==> src/rtl/pipe_stage_skid.sv <==
`default_nettype none
// ============================================================================
// Module      : pipe_stage_skid
// Description : Ready/valid pipeline stage, either a single register
//               (SKID=0) or a two-entry skid buffer with registered in_ready.
// Revision    : 1.0 - initial release
// ============================================================================
module pipe_stage_skid #(
  parameter int DW   = 32,
  parameter int SKID = 1
) (
  input  logic          clk,
  input  logic          aclr,
  input  logic          in_valid,
  output logic          in_ready,
  input  logic [DW-1:0] in_data,
  input  logic          flush,
  output logic          out_valid,
  input  logic          out_ready,
  output logic [DW-1:0] out_data,
  output logic [1:0]    occupancy
);

  logic in_xfer;
  logic out_xfer;

  assign in_xfer  = in_valid & in_ready;
  assign out_xfer = out_valid & out_ready;

  generate
    if (SKID != 0) begin : g_skid
      typedef enum logic [1:0] {
        ST_EMPTY = 2'd0,
        ST_ONE   = 2'd1,
        ST_FULL  = 2'd2
      } state_t;

      state_t        state_q, state_d;
      logic          m_valid_q;
      logic          s_valid_q;
      logic          ready_q;
      logic [DW-1:0] m_data_q, m_data_d;
      logic [DW-1:0] s_data_q, s_data_d;

      always_comb begin
        state_d  = state_q;
        m_data_d = m_data_q;
        s_data_d = s_data_q;
        if (flush) begin
          state_d = ST_EMPTY;
        end else begin
          case (state_q)
            ST_EMPTY: begin
              if (in_xfer) begin
                state_d  = ST_ONE;
                m_data_d = in_data;
              end
            end
            ST_ONE: begin
              if (in_xfer && out_xfer) begin
                m_data_d = in_data;
              end else if (out_xfer) begin
                state_d = ST_EMPTY;
              end else if (in_xfer) begin
                state_d  = ST_FULL;
                s_data_d = in_data;
              end
            end
            ST_FULL: begin
              if (out_xfer) begin
                state_d  = ST_ONE;
                m_data_d = s_data_q;
              end
            end
            default: state_d = ST_EMPTY;
          endcase
        end
      end

      // Valid bits and in_ready are kept as flops decoded from the next
      // state so the upstream sees no combinational path from out_ready.
      always_ff @(posedge clk or posedge aclr) begin
        if (aclr) begin
          state_q   <= ST_EMPTY;
          m_valid_q <= 1'b0;
          s_valid_q <= 1'b0;
          ready_q   <= 1'b1;
          m_data_q  <= '0;
          s_data_q  <= '0;
        end else begin
          state_q   <= state_d;
          m_valid_q <= (state_d != ST_EMPTY);
          s_valid_q <= (state_d == ST_FULL);
          ready_q   <= (state_d != ST_FULL);
          m_data_q  <= m_data_d;
          s_data_q  <= s_data_d;
        end
      end

      assign in_ready  = ready_q;
      assign out_valid = m_valid_q;
      assign out_data  = m_data_q;
      assign occupancy = {1'b0, m_valid_q} + {1'b0, s_valid_q};
    end else begin : g_single
      logic          m_valid_q, m_valid_d;
      logic [DW-1:0] m_data_q, m_data_d;

      always_comb begin
        m_valid_d = m_valid_q;
        m_data_d  = m_data_q;
        if (flush) begin
          m_valid_d = 1'b0;
        end else if (in_xfer) begin
          m_valid_d = 1'b1;
          m_data_d  = in_data;
        end else if (out_xfer) begin
          m_valid_d = 1'b0;
        end
      end

      always_ff @(posedge clk or posedge aclr) begin
        if (aclr) begin
          m_valid_q <= 1'b0;
          m_data_q  <= '0;
        end else begin
          m_valid_q <= m_valid_d;
          m_data_q  <= m_data_d;
        end
      end

      assign in_ready  = out_ready | ~m_valid_q;
      assign out_valid = m_valid_q;
      assign out_data  = m_data_q;
      assign occupancy = {1'b0, m_valid_q};
    end
  endgenerate

endmodule
`default_nettype wire

==> config.mk <==
export PLATFORM = sky130hd
export DESIGN_NAME = pipe_stage_skid
export DESIGN_NICKNAME = d
export VERILOG_FILES = /design/src/rtl/pipe_stage_skid.sv
export SDC_FILE = /design/constraint.sdc
export NUM_CORES = 1
export LEC_CHECK = 0
export BUFFER_PORTS_ARGS = -buffer_cell sky130_fd_sc_hd__clkbuf_2
export CELL_PAD_IN_SITES_DETAIL_PLACEMENT = 1
export CELL_PAD_IN_SITES_GLOBAL_PLACEMENT = 1
export CORE_MARGIN = 2
export CORE_UTILIZATION = 41
export CTS_BUF_LIST = sky130_fd_sc_hd__clkbuf_2
export DETAILED_ROUTE_END_ITERATION = 7
export PLACE_DENSITY_LB_ADDON = 0.1
export SLEW_MARGIN = 10
export SYNTH_ARGS = -nofsm -noshare
export SYNTH_HDL_FRONTEND = slang
export SYNTH_SLANG_ARGS = --single-unit
==> constraint.sdc <==
create_clock -name clk -period 2 [get_ports clk]
set_input_delay 0.4 -clock clk [delete_from_list [all_inputs] [get_ports clk]]
set_output_delay 0.4 -clock clk [all_outputs]
set_load 0.01 [all_outputs]
* Word level (Yosys, flattened, before mapping) *
Cells that the tools add are included.

word-level totals
  word-level logic and storage cells = 36
  memory bits (writable) = 0
  bits in read-only memories = 0
  bits in latches = 0
  output and inout port bits = 36
  memories = 0
  register bits after elaboration = 69

operators by class
  $lt $le $gt $ge = 0
  shifts and indexed selects = 0
  $mul = 0
  muxes and demuxes = 11
  reductions and logical operators = 6
  bitwise logic cells = 5
  divide/modulo/power cells = 0
  equality and inequality tests = 7
  add/subtract/negate cells = 1

operator list
  kind                  number
  $mux W32              3
  $pmux W32 S3          1
  $mux W2               6
  $reduce_and A5 Y1     2
  $ne A2 B2 Y1 const B  4
  $pmux W2 S3           1
  $eq A2 B2 Y1 const B  2
  $not A1 Y1            3
  $reduce_bool A3 Y1    1
  $add A1 B1 Y2         1
  $and A1 B1 Y1         2
  $eq A2 B1 Y1 const B  1
  $logic_not A2 Y1      1
  $reduce_bool A2 Y1    1
  $logic_and A1 B1 Y1   1

* Longest topological paths before layout *
  word-level depth = 7
  gate-level depth with buffers = 5
  depth with buffers taken out = 3

* Worst setup path before layout *
OpenSTA, ideal clock, no wires.

  kind = reg-to-reg
  start point = register g_skid.state_q[1]
  end point = register g_skid.m_data_q[10], in the netlist out_data[10]
  cell stages (with the launch flop) = 5
  data required time = 1.875 ns
  setup time = 0.125 ns
  setup slack = 0.304 ns
  arrival = 1.572 ns
  clock period less this slack = 1.696 ns
  cell sequence = dfrtp_1 > or2_1 > a221oi_4 > buf_6 > mux2_2

on the way
  longest elaborated chain between the ends = 3
  elaborated cells on any way between the ends = 9

RTL lines
  what                                                                        line  source
  start: declaration                                                          38    state_t state_q, state_d;
  start signal: assignment                                                    91    state_q <= state_d;
  $eq A2 B1 Y1 (tied with other cells)                                        52    case (state_q)
  $ne A2 B2 Y1 (no source line) / $reduce_bool A3 Y1 (equally long branches)  --
  $reduce_and A5 Y1 (no source line)                                          --
  end signal: assignment                                                      95    m_data_q <= m_data_d;
  end: declaration                                                            42    logic [DW-1:0] m_data_q, m_data_d;

Several ways; a longest one is shown, not always the timed one.
A chain may end at the register's enable or synchronous reset.

* Worst setup path after layout *
  start point = register g_skid.state_q[1]
  end point = register g_skid.m_data_q[23], in the netlist out_data[23]

Same word-level chain as after synthesis.

==> impl_metrics.toml <==
[run_status]
status = "complete, no violations"

[floorplanning]
io_pins = 73
dieArea_um2 = 8133
rows = 31
die_x_um = 90.19
core_um2 = 7214
die_y_um = 90.19
start_util_pct = 42.21

[yosys]
postSynthCellCount = 198
ys_types = 23
synth-seq-area-share_pct = 56.74
synthArstFlopShare_pct = 100.0
synth_nets = 236
synth-seq-cells = 69
muxShareOfSynthArea_pct = 35.50
synth_top_cell_by_area = "dfrtp_1"
synthAdderAreaFrac_pct = 0.4108
synthesis.area_um2 = 3045
synth_common_cells = "mux2_2, dfrtp_1, buf_2, buf_6, nand2_1"
synthXorXnorAreaFrac_pct = 0
synth_compound_area_share_pct = 2.671
synth_most_common_cell = "mux2_2"
yosysWarnings = 0
dominantRegCellSynth = "dfrtp_1"
synth_area_per_cell_um2 = 15.38
synth_top_family_by_area = "multiplexers"
synthTopCellsByArea = "dfrtp_1, mux2_2, buf_2"
synth_edf_count = 0
synth.top_cell.area_share_pct = 55.88
synth-simple-area-share_pct = 2.177

[place]
pre_cts_ws_ns = 0.1684
port_buffers = 72
place_area_um2 = 3572
hpwl_mm = 4.466
routabilityCongestion = 0.7325

[route]
wl_per_cell_um = 16.21
routed-via-count = 1894
drt_iter0_markers = 49
drtAntennaViolNets = 0
drc = 0
via_per_inst = 4.919
first_pass_iters = 2
wl_mm = 6.242

[worst_hold_path]
min_from = "flush"
hold_path_class = "in2reg"

[layout]
layout-drive-gt1-share_pct = 68.53
final_util_pct = 51.89
area_delta_synth_final_pct = 22.93
final_area_um2 = 3744
antenna_cells = 0
seqCellArea_um2 = 1728
fin_nets = 319
n_fill_cell = 758
multi_input_area_um2 = 1244

[sta]
period_minus_slack_ns = 1.832
fmax_mhz = 545.8
tightest_slew_ns = 0.5467
setup_viol = 0
tns_ns = 0
rsz0062_at_grt = "false"
finalMaxSlewViolations = 0
min_period_over_period_pct = 91.61
timing.slew.headroom_pct = 63.48
hold_viol = 0
clock_skew_ns = 0.02421
setup_ws_ns = 0.1678

[power]
power.leakage_nw = 1.750
p_per_area_nw_per_um2 = 1131
peakVddDrop_v = 0.0005196
p_total_mw = 4.234

[worst_setup_path]
startpoint = "g_skid.state_q[1]"
r2r_start = "g_skid.state_q[1]"
cp-start-kind = "flop"
critPathMaxStageDelay_ns = 0.48
path_class = "reg2reg"
cp.required_ns = 2.37
cp.arrival_ns = 2.20
crit_chain = "or2_1 > a221oi_4 > buf_4 > mux2_2"
cpMaxStageDelayCell = "dfrtp_1"
end_kind = "flop"
worst-path-max-fanout = 12

[global_route]
antenna_found_initial = 0
met3_usage_pct = 4.107
grt.busiest_layer = "met2"
grt_pass1_wl_mm = 10.70
grt_overflow_total = 0
grtUsageTotal_pct = 16.72
grt_use_met1_pct = 22.16
grt_max_degree = 32
use_met2_pct = 26.57
first_global_vias = 2089

[clocking]
cts.htree.levels = 3
clk_pin_slew_worst_paths_ns = 0.20
cts_root_buf = "clkbuf_2"
worstSkewPairLatency_ns = 0.48
clock_path_buffers = 2
tritoncts = "yes"
cts_sinks = 69
cts_buffers = 9

[job]
drv_cap = 0
==> report_power, final <==
group | leakage [nW] | total (mW) | internal (mW) | switching [mW]
clock | 0.0921 | 1.05 | 0.544 | 0.501
combinational | 0.829 | 1.08 | 0.630 | 0.448
sequential | 0.829 | 2.11 | 1.87 | 0.239
==> layer usage <==
metal  up-vias  wire, µm  share of wire [%]
met4         0        85                1.4
met1       960      2852                 46
met2        46      2974                 48
met5         -         0                  0
li1        880         -                  -
met3         8       329                5.3
==> repair_timing <==
item | in CTS | in global routing
buffers inserted | 0 | 0
hold buffers | 1 | 0
gates resized for setup | 0 | 0
hold endpoints to repair | 19 | 0
setup endpoints to repair | 0 | 0
==> worst max-delay path, delay by kind of cell, from the launching register on <==
kind | cells | cell delay, ns
buffers and inverters | 1 | 0.27
AOI/OAI and AO/OA | 1 | 0.35
and+or+nand+nor | 1 | 0.29
DFF | 1 | 0.48
muxes | 1 | 0.35
==> layout by cell type (no fill, tap or decap), types with 2 or more instances in the layout <==
cell and n:
nand2_1 3, nand3b_1 2, buf_4 6, clkinvlp_4 2, mux2_2 95, a21oi_1 2
bufinv_16 3, dfrtp_1 68, clkbuf_2 82, buf_12 3, o21a_1 2
==> layout make-up <==
| cell class | count | area share [%] |
|---|---|---|
| Clock buffer | 10 | 1.337 |
| Clock inverter | 6 | 2.975 |
| Inverter | 2 | 0.3008 |
| Multi-Input combinational cell | 117 | 33.22 |
| Sequential cell | 69 | 46.16 |
| Tap cell | 99 | 3.309 |
| Timing Repair Buffer | 82 | 12.70 |
==> worst paths after layout <==
kind,cells past startpoint,slack [ns],end
min in group asynchronous,3,0.50,out_data[7]
max in group asynchronous,4,0.95,g_skid.s_data_q[16]
min,2,0.13,out_valid
max reg2reg,4,0.17,out_data[23]
min reg2reg,1,0.53,g_skid.s_data_q[12]
max,4,0.17,out_data[23]
==> through the flow <==
| step | hold WS, ns | cells |
|---|---|---|
| floorplan | 0.4631 | 198 |
| global placement | 0.4828 | 368 |
| detailed placement | 0.4905 | 368 |
| CTS | 0.09029 | 385 |
| global route | 0.07743 | 385 |
| finish | 0.1309 | 385 |
==> logic make-up after synthesis <==
kind of cell	after synthesis
and+or+nand+nor	11
buffers and inverters	12
AOI/OAI and AO/OA	9
muxes	96
adders and majority gates	1
DFF	69
==> state kept, by name, indices dropped and copies added, names as in the netlist <==
register / flops
g_skid.s_valid_q: 1
out_valid: 1
out_data: 32
g_skid.s_data_q: 32
g_skid.state_q: 2
in_ready: 1
Note: power is estimated with default switching activity, not from simulation.
